$ cat config.mk
export PLATFORM = sky130hd
export DESIGN_NAME = etx_txsched
export DESIGN_NICKNAME = d
export VERILOG_FILES = /design/src/rtl/etx_txsched.sv
export SDC_FILE = /design/constraint.sdc
export NUM_CORES = 1
export LEC_CHECK = 0
export ABC_AREA = 1
export CAP_MARGIN = 0
export CORE_AREA = 2 2 165 167
export CTS_CLUSTER_SIZE = 12
export DETAILED_ROUTE_END_ITERATION = 8
export DIE_AREA = 0 0 167 169
export GPL_TIMING_DRIVEN = 0
export PLACE_DENSITY = 0.62
export SLEW_MARGIN = 0
export SYNTH_ARGS = -nofsm -noshare
export SYNTH_HDL_FRONTEND = slang
export SYNTH_SLANG_ARGS = --single-unit
export TNS_END_PERCENT = 1
$ cat constraint.sdc
create_clock -name clk -period 2.4 [get_ports clk]
set_input_delay 0.48 -clock clk [delete_from_list [all_inputs] [get_ports clk]]
set_output_delay 0.48 -clock clk [all_outputs]
set_load 0.05 [all_outputs]
$ cat src/rtl/etx_txsched.sv
// Transmit scheduler: arbitrates write, read-request and read-response channels
// into one held output register with separate downstream stalls for reads and writes.
module etx_txsched #(
  parameter int PW      = 104,
  parameter int HOLDMAX = 4
) (
  input  logic          clk,
  input  logic          nreset,
  input  logic          txwr_fifo_access,
  input  logic [PW-1:0] txwr_fifo_packet,
  output logic          txwr_fifo_wait,
  input  logic          txrd_fifo_access,
  input  logic [PW-1:0] txrd_fifo_packet,
  output logic          txrd_fifo_wait,
  input  logic          txrr_fifo_access,
  input  logic [PW-1:0] txrr_fifo_packet,
  output logic          txrr_fifo_wait,
  output logic          etx_access,
  output logic [PW-1:0] etx_packet,
  output logic          etx_rd,
  output logic          etx_rr,
  input  logic          etx_rd_wait,
  input  logic          etx_wr_wait
);

  localparam logic [3:0] HOLD_LIM = 4'(HOLDMAX);

  logic          vld_p0;
  logic          rd_p0;
  logic          rr_p0;
  logic [PW-1:0] pkt_p0;
  logic [3:0]    rr_cnt;
  logic          last_wr;

  logic          hold_wait;
  logic          free;
  logic          other_req;
  logic          rr_win;
  logic          gnt_wr;
  logic          gnt_rd;
  logic          gnt_rr;
  logic          gnt_any;
  logic [PW-1:0] sel_pkt;

  // The held entry only blocks on the stall matching its own type.
  assign hold_wait = rd_p0 ? etx_rd_wait : etx_wr_wait;
  assign free      = nreset & (~vld_p0 | ~hold_wait);
  assign other_req = txwr_fifo_access | txrd_fifo_access;
  assign rr_win    = txrr_fifo_access & ~((rr_cnt >= HOLD_LIM) & other_req);

  always_comb begin
    gnt_wr = 1'b0;
    gnt_rd = 1'b0;
    gnt_rr = 1'b0;
    if (free) begin
      if (rr_win)
        gnt_rr = 1'b1;
      else if (txwr_fifo_access & (~txrd_fifo_access | ~last_wr))
        gnt_wr = 1'b1;
      else if (txrd_fifo_access)
        gnt_rd = 1'b1;
    end
  end

  assign gnt_any = gnt_wr | gnt_rd | gnt_rr;

  always_comb begin
    sel_pkt = txwr_fifo_packet;
    if (gnt_rr)
      sel_pkt = txrr_fifo_packet;
    else if (gnt_rd)
      sel_pkt = txrd_fifo_packet;
  end

  assign txwr_fifo_wait = ~gnt_wr;
  assign txrd_fifo_wait = ~gnt_rd;
  assign txrr_fifo_wait = ~gnt_rr;

  // Stage p0: held output entry plus arbitration state
  always_ff @(posedge clk or negedge nreset) begin
    if (!nreset) begin
      vld_p0  <= 1'b0;
      rd_p0   <= 1'b0;
      rr_p0   <= 1'b0;
      pkt_p0  <= '0;
      rr_cnt  <= 4'd0;
      last_wr <= 1'b0;
    end else begin
      if (free) begin
        vld_p0 <= gnt_any;
        rd_p0  <= gnt_rd;
        rr_p0  <= gnt_rr;
        if (gnt_any)
          pkt_p0 <= sel_pkt;
      end
      if (gnt_rr) begin
        if (!other_req)
          rr_cnt <= 4'd0;
        else if (rr_cnt < HOLD_LIM)
          rr_cnt <= rr_cnt + 4'd1;
      end else if (gnt_wr | gnt_rd) begin
        rr_cnt <= 4'd0;
      end
      if (gnt_wr)
        last_wr <= 1'b1;
      else if (gnt_rd)
        last_wr <= 1'b0;
    end
  end

  assign etx_access = vld_p0;
  assign etx_packet = pkt_p0;
  assign etx_rd     = rd_p0;
  assign etx_rr     = rr_p0;

endmodule

==> qor.yml <==
yosys:
  synth_largest_area_cell: "sky130_fd_sc_hd__dfrtp_1"
  post_synth_instance_area_um2: 6920
  post_synth_inst_count: 977
  ys.warnings.count: 0
  synth_nets: 1297
  post_synth_main_area_contributors: "sky130_fd_sc_hd__dfrtp_1 (41%), sky130_fd_sc_hd__nand3_1 (23%), sky130_fd_sc_hd__nand2_1 (12%)"
  synth_top_area_share: 0.405
  seq_area_frac_synth: 0.405
  ys_ff_latch: 112
  postSynthAreaPerCell_um2: 7.08
  synth.lib_cells_used.distinct: 21
grt:
  track_usage: 0.235
  number_of_global_route_vias_before_repair: 8699
  aggregate_global_routing_overflow: 0
  pin_count_of_the_biggest_net_entering_global_routing: 43
  grt_pass1_wl_um: 51500
  number_of_antenna_violations_at_the_first_check_in_global_routing: 2
placed_design:
  placement.cell_area_um2: 11700
  gp_congestion: 0.878
  port_buffers: 428
  hpwl_um: 26200
worst_setup_path:
  rr_startpoint: "etx_rd"
  worst-r2r-setup-slack_ns: 0.16
  crit_slowest_cell: "sky130_fd_sc_hd__clkdlybuf4s50_1"
  timing.critical_path.cells: "clkdlybuf4s50_1 > inv_2 > nand2_2 > nand2_4 > nand4_1 > buf_12 > buf_6"
  critPathKind: "input port to output pin"
  crit_path_start: "txwr_fifo_access"
  worstSetupEndpoint: "txrr_fifo_wait"
  timing.critical_path.to_type: "output pin"
  arrival_ns: 1.84
  worst_setup_path_start_kind: "input port"
  critical_path_rt_ns: 1.92
  r2r_cell_count: 9
  critical_path.max_fanout: 5
  worstReg2RegEnd: "etx_packet[41]"
  timing.critical_path.slowest_cell_delay_ns: 0.41
sta:
  rsz0062_at_grt: "yes"
  final_min_period_over_clock_period: 0.967
  timing_hold_violations_final: 0
  fin_crit_ns: 2.32
  final_setup_violations: 0
  timing_max_transition_violations_final: 0
  worst_slew_margin_rel: 0.602
  worst_clock_skew_ns: 0.0105
  maxClockFrequency_mhz: 431
  setup_tns_ns: 0
  slew_worst_pin_ns: 0.596
finish:
  layout.filler_cells: 2662
  area.growth.synth_to_final_pct: 76.2
  drive_gt1_frac: 0.130
  layout.nets: 1749
  fin_area_um2: 12200
power_and_ir_drop:
  gate_power_share: 0.647
  power.density_nw_per_um2: 1130
  vdd_ir_drop_max_uv: 841
  switching_share: 0.525
  power.net_switching_uw: 7200
  cell_internal_pwr_uw: 6520
  power.share.clock: 0.109
  leakage_uw: 0.00523
  p_seq_frac: 0.244
floorplan:
  floorplan.core_area_um2: 26500
  die_width_um: 167
  die_area_um2: 28200
  floorplan.initialDensity: 0.261
  die_y_um: 169
  floorplan.rows: 60
  boundaryPins: 429
clock_network:
  tritoncts: "built"
  clock-root-buffer: "sky130_fd_sc_hd__clkbuf_16"
  clk_transition_reported_paths_ns: 0.07
  cts-buffers-inserted: 9
  clock_sinks: 112
  cts.path.max_buffers: 2
  insertion_delay_ns: 0.36
  ctsHtreeMaxLevel: 3
route:
  dr_total_vias: 8689
  detail_route.drc_violations: 0
  routed_via_density: 4.89
  starting_drc_count_in_detailed_routing: 585
  ant_nets: 0
  wire_per_inst_um: 19.3
  total_wire_length_um: 34300
  dr.pass1.iters: 5
worst_hold_path:
  min_path_type: "input port to asynchronous set/reset pin"
outcome:
  outcome: "complete, no violations"
flow_run:
  drv.max_cap_violation_count: 0
## stage by stage
step	setup WS [ns]	utilization	power, uW	instances	hold slack [ns]
after floorplan	0.0600	-	8630	977	0.184
after global placement	-6.07	0.439	12100	1746	0.458
after detailed placement	-1.53	0.440	12100	1747	0.463
after CTS	-0.138	0.456	13800	1768	0.0798
after global routing	-0.0135	0.460	14600	1776	0.0839
final	0.0794	0.460	13700	1776	0.0933
## power groups by stage
stage                     sequential (uW)  clock (uW)  combinational (uW)
after CTS                            3350        1560                8860
after global placement               3350           0                8740
after global routing                 3460        1620                9470
final                                3350        1500                8880
after detailed placement             3360           0                8770
after floorplan                      6350           0                2280
## Yosys cell counts, drive strengths merged
cell,number
a21oi,4
buf,33
clkbuf,56
dfrtp,112
ha,1
inv,11
nand2,229
nand3,315
nand4,2
nor2,2
o21ai,106
o22ai,1
or2,104
xnor2,1
## area by class of cell
| cell class | count | area [um2] | share of cell area |
|---|---|---|---|
| clock buffers | 11 | 243 | 0.0199 |
| plain buffers | 88 | 404 | 0.0332 |
| repair buffers | 442 | 4490 | 0.368 |
| clock inverters | 5 | 40.0 | 0.00328 |
| flip-flops and latches | 112 | 2800 | 0.230 |
| multi-input cells | 765 | 3740 | 0.307 |
| diodes | 1 | 2.50 | 0.000205 |
| inverters | 11 | 43.8 | 0.00359 |
| well taps | 341 | 427 | 0.0350 |
## flip-flops by register name, summed over array words and instances (netlist names)
| register | flops |
|---|---|
| etx_rr | 1 |
| etx_packet | 104 |
| etx_access | 1 |
| last_wr | 1 |
| etx_rd | 1 |
| rr_cnt | 4 |
## repair_timing
item | in CTS | in global routing
gates resized for setup | 31 | 23
setup endpoints to repair | 114 | 112
pin swaps | 2 | 3
hold buffers | 2 | 0
buffers inserted | 3 | 6
hold endpoints to repair | 6 | 0
gates cloned | 1 | 1
## cells in the final DEF, fill, tap and decap left out, types with 5 or more instances in the layout
| cell type | synthesis | final |
|---|---|---|
| sky130_fd_sc_hd__buf_1 | 8 | 7 |
| sky130_fd_sc_hd__buf_2 | 24 | 20 |
| sky130_fd_sc_hd__dfrtp_1 | 112 | 111 |
| sky130_fd_sc_hd__inv_2 | 6 | 5 |
| sky130_fd_sc_hd__clkbuf_16 | 0 | 10 |
| sky130_fd_sc_hd__buf_4 | 1 | 14 |
| sky130_fd_sc_hd__inv_1 | 5 | 5 |
| sky130_fd_sc_hd__or2_2 | 104 | 104 |
| sky130_fd_sc_hd__o21ai_0 | 105 | 105 |
| sky130_fd_sc_hd__clkbuf_1 | 56 | 47 |
| sky130_fd_sc_hd__clkdlybuf4s50_1 | 0 | 422 |
| sky130_fd_sc_hd__nand2_1 | 229 | 225 |
| sky130_fd_sc_hd__clkbuf_2 | 0 | 9 |
| sky130_fd_sc_hd__nand3_1 | 314 | 313 |
## routing by layer
layer / track usage / part of all wire / routed length (um) / up-vias
li1: - / - / - / 4196
met4: 0.0543 / 0.018 / 605 / 2
met2: 0.403 / 0.49 / 16700 / 399
met1: 0.294 / 0.41 / 14200 / 4056
met5: 0 / 0.00047 / 16 / -
met3: 0.0652 / 0.080 / 2760 / 36
## logic make-up after synthesis
logic type | share of synthesized area
flip-flops | 0.405
adder cells (fa/ha/maj) | 0.00181
AND/OR/NAND/NOR | 0.450
buffers and inverters | 0.0592
AO/OA/AOI/OAI | 0.0827
XOR/XNOR | 0.00127
## worst min-delay path by stage
stage | startpoint | slack (ns) | to | depth (start not counted)
floorplan | nreset | 0.18 | etx_access | 0
global placement | rr_cnt[0] | 0.46 | rr_cnt[0] | 1
detailed placement | nreset | 0.46 | etx_packet[29] | 1
CTS | nreset | 0.08 | etx_rd | 2
global route | nreset | 0.08 | rr_cnt[0] | 2
finish | nreset | 0.09 | etx_packet[31] | 2
## critical path: cells and delay by family
family / cells / cell delay [ns]
buffers and inverters: 4 / 0.90
and+or+nand+nor: 3 / 0.45
(Power assumes the default switching activity.)
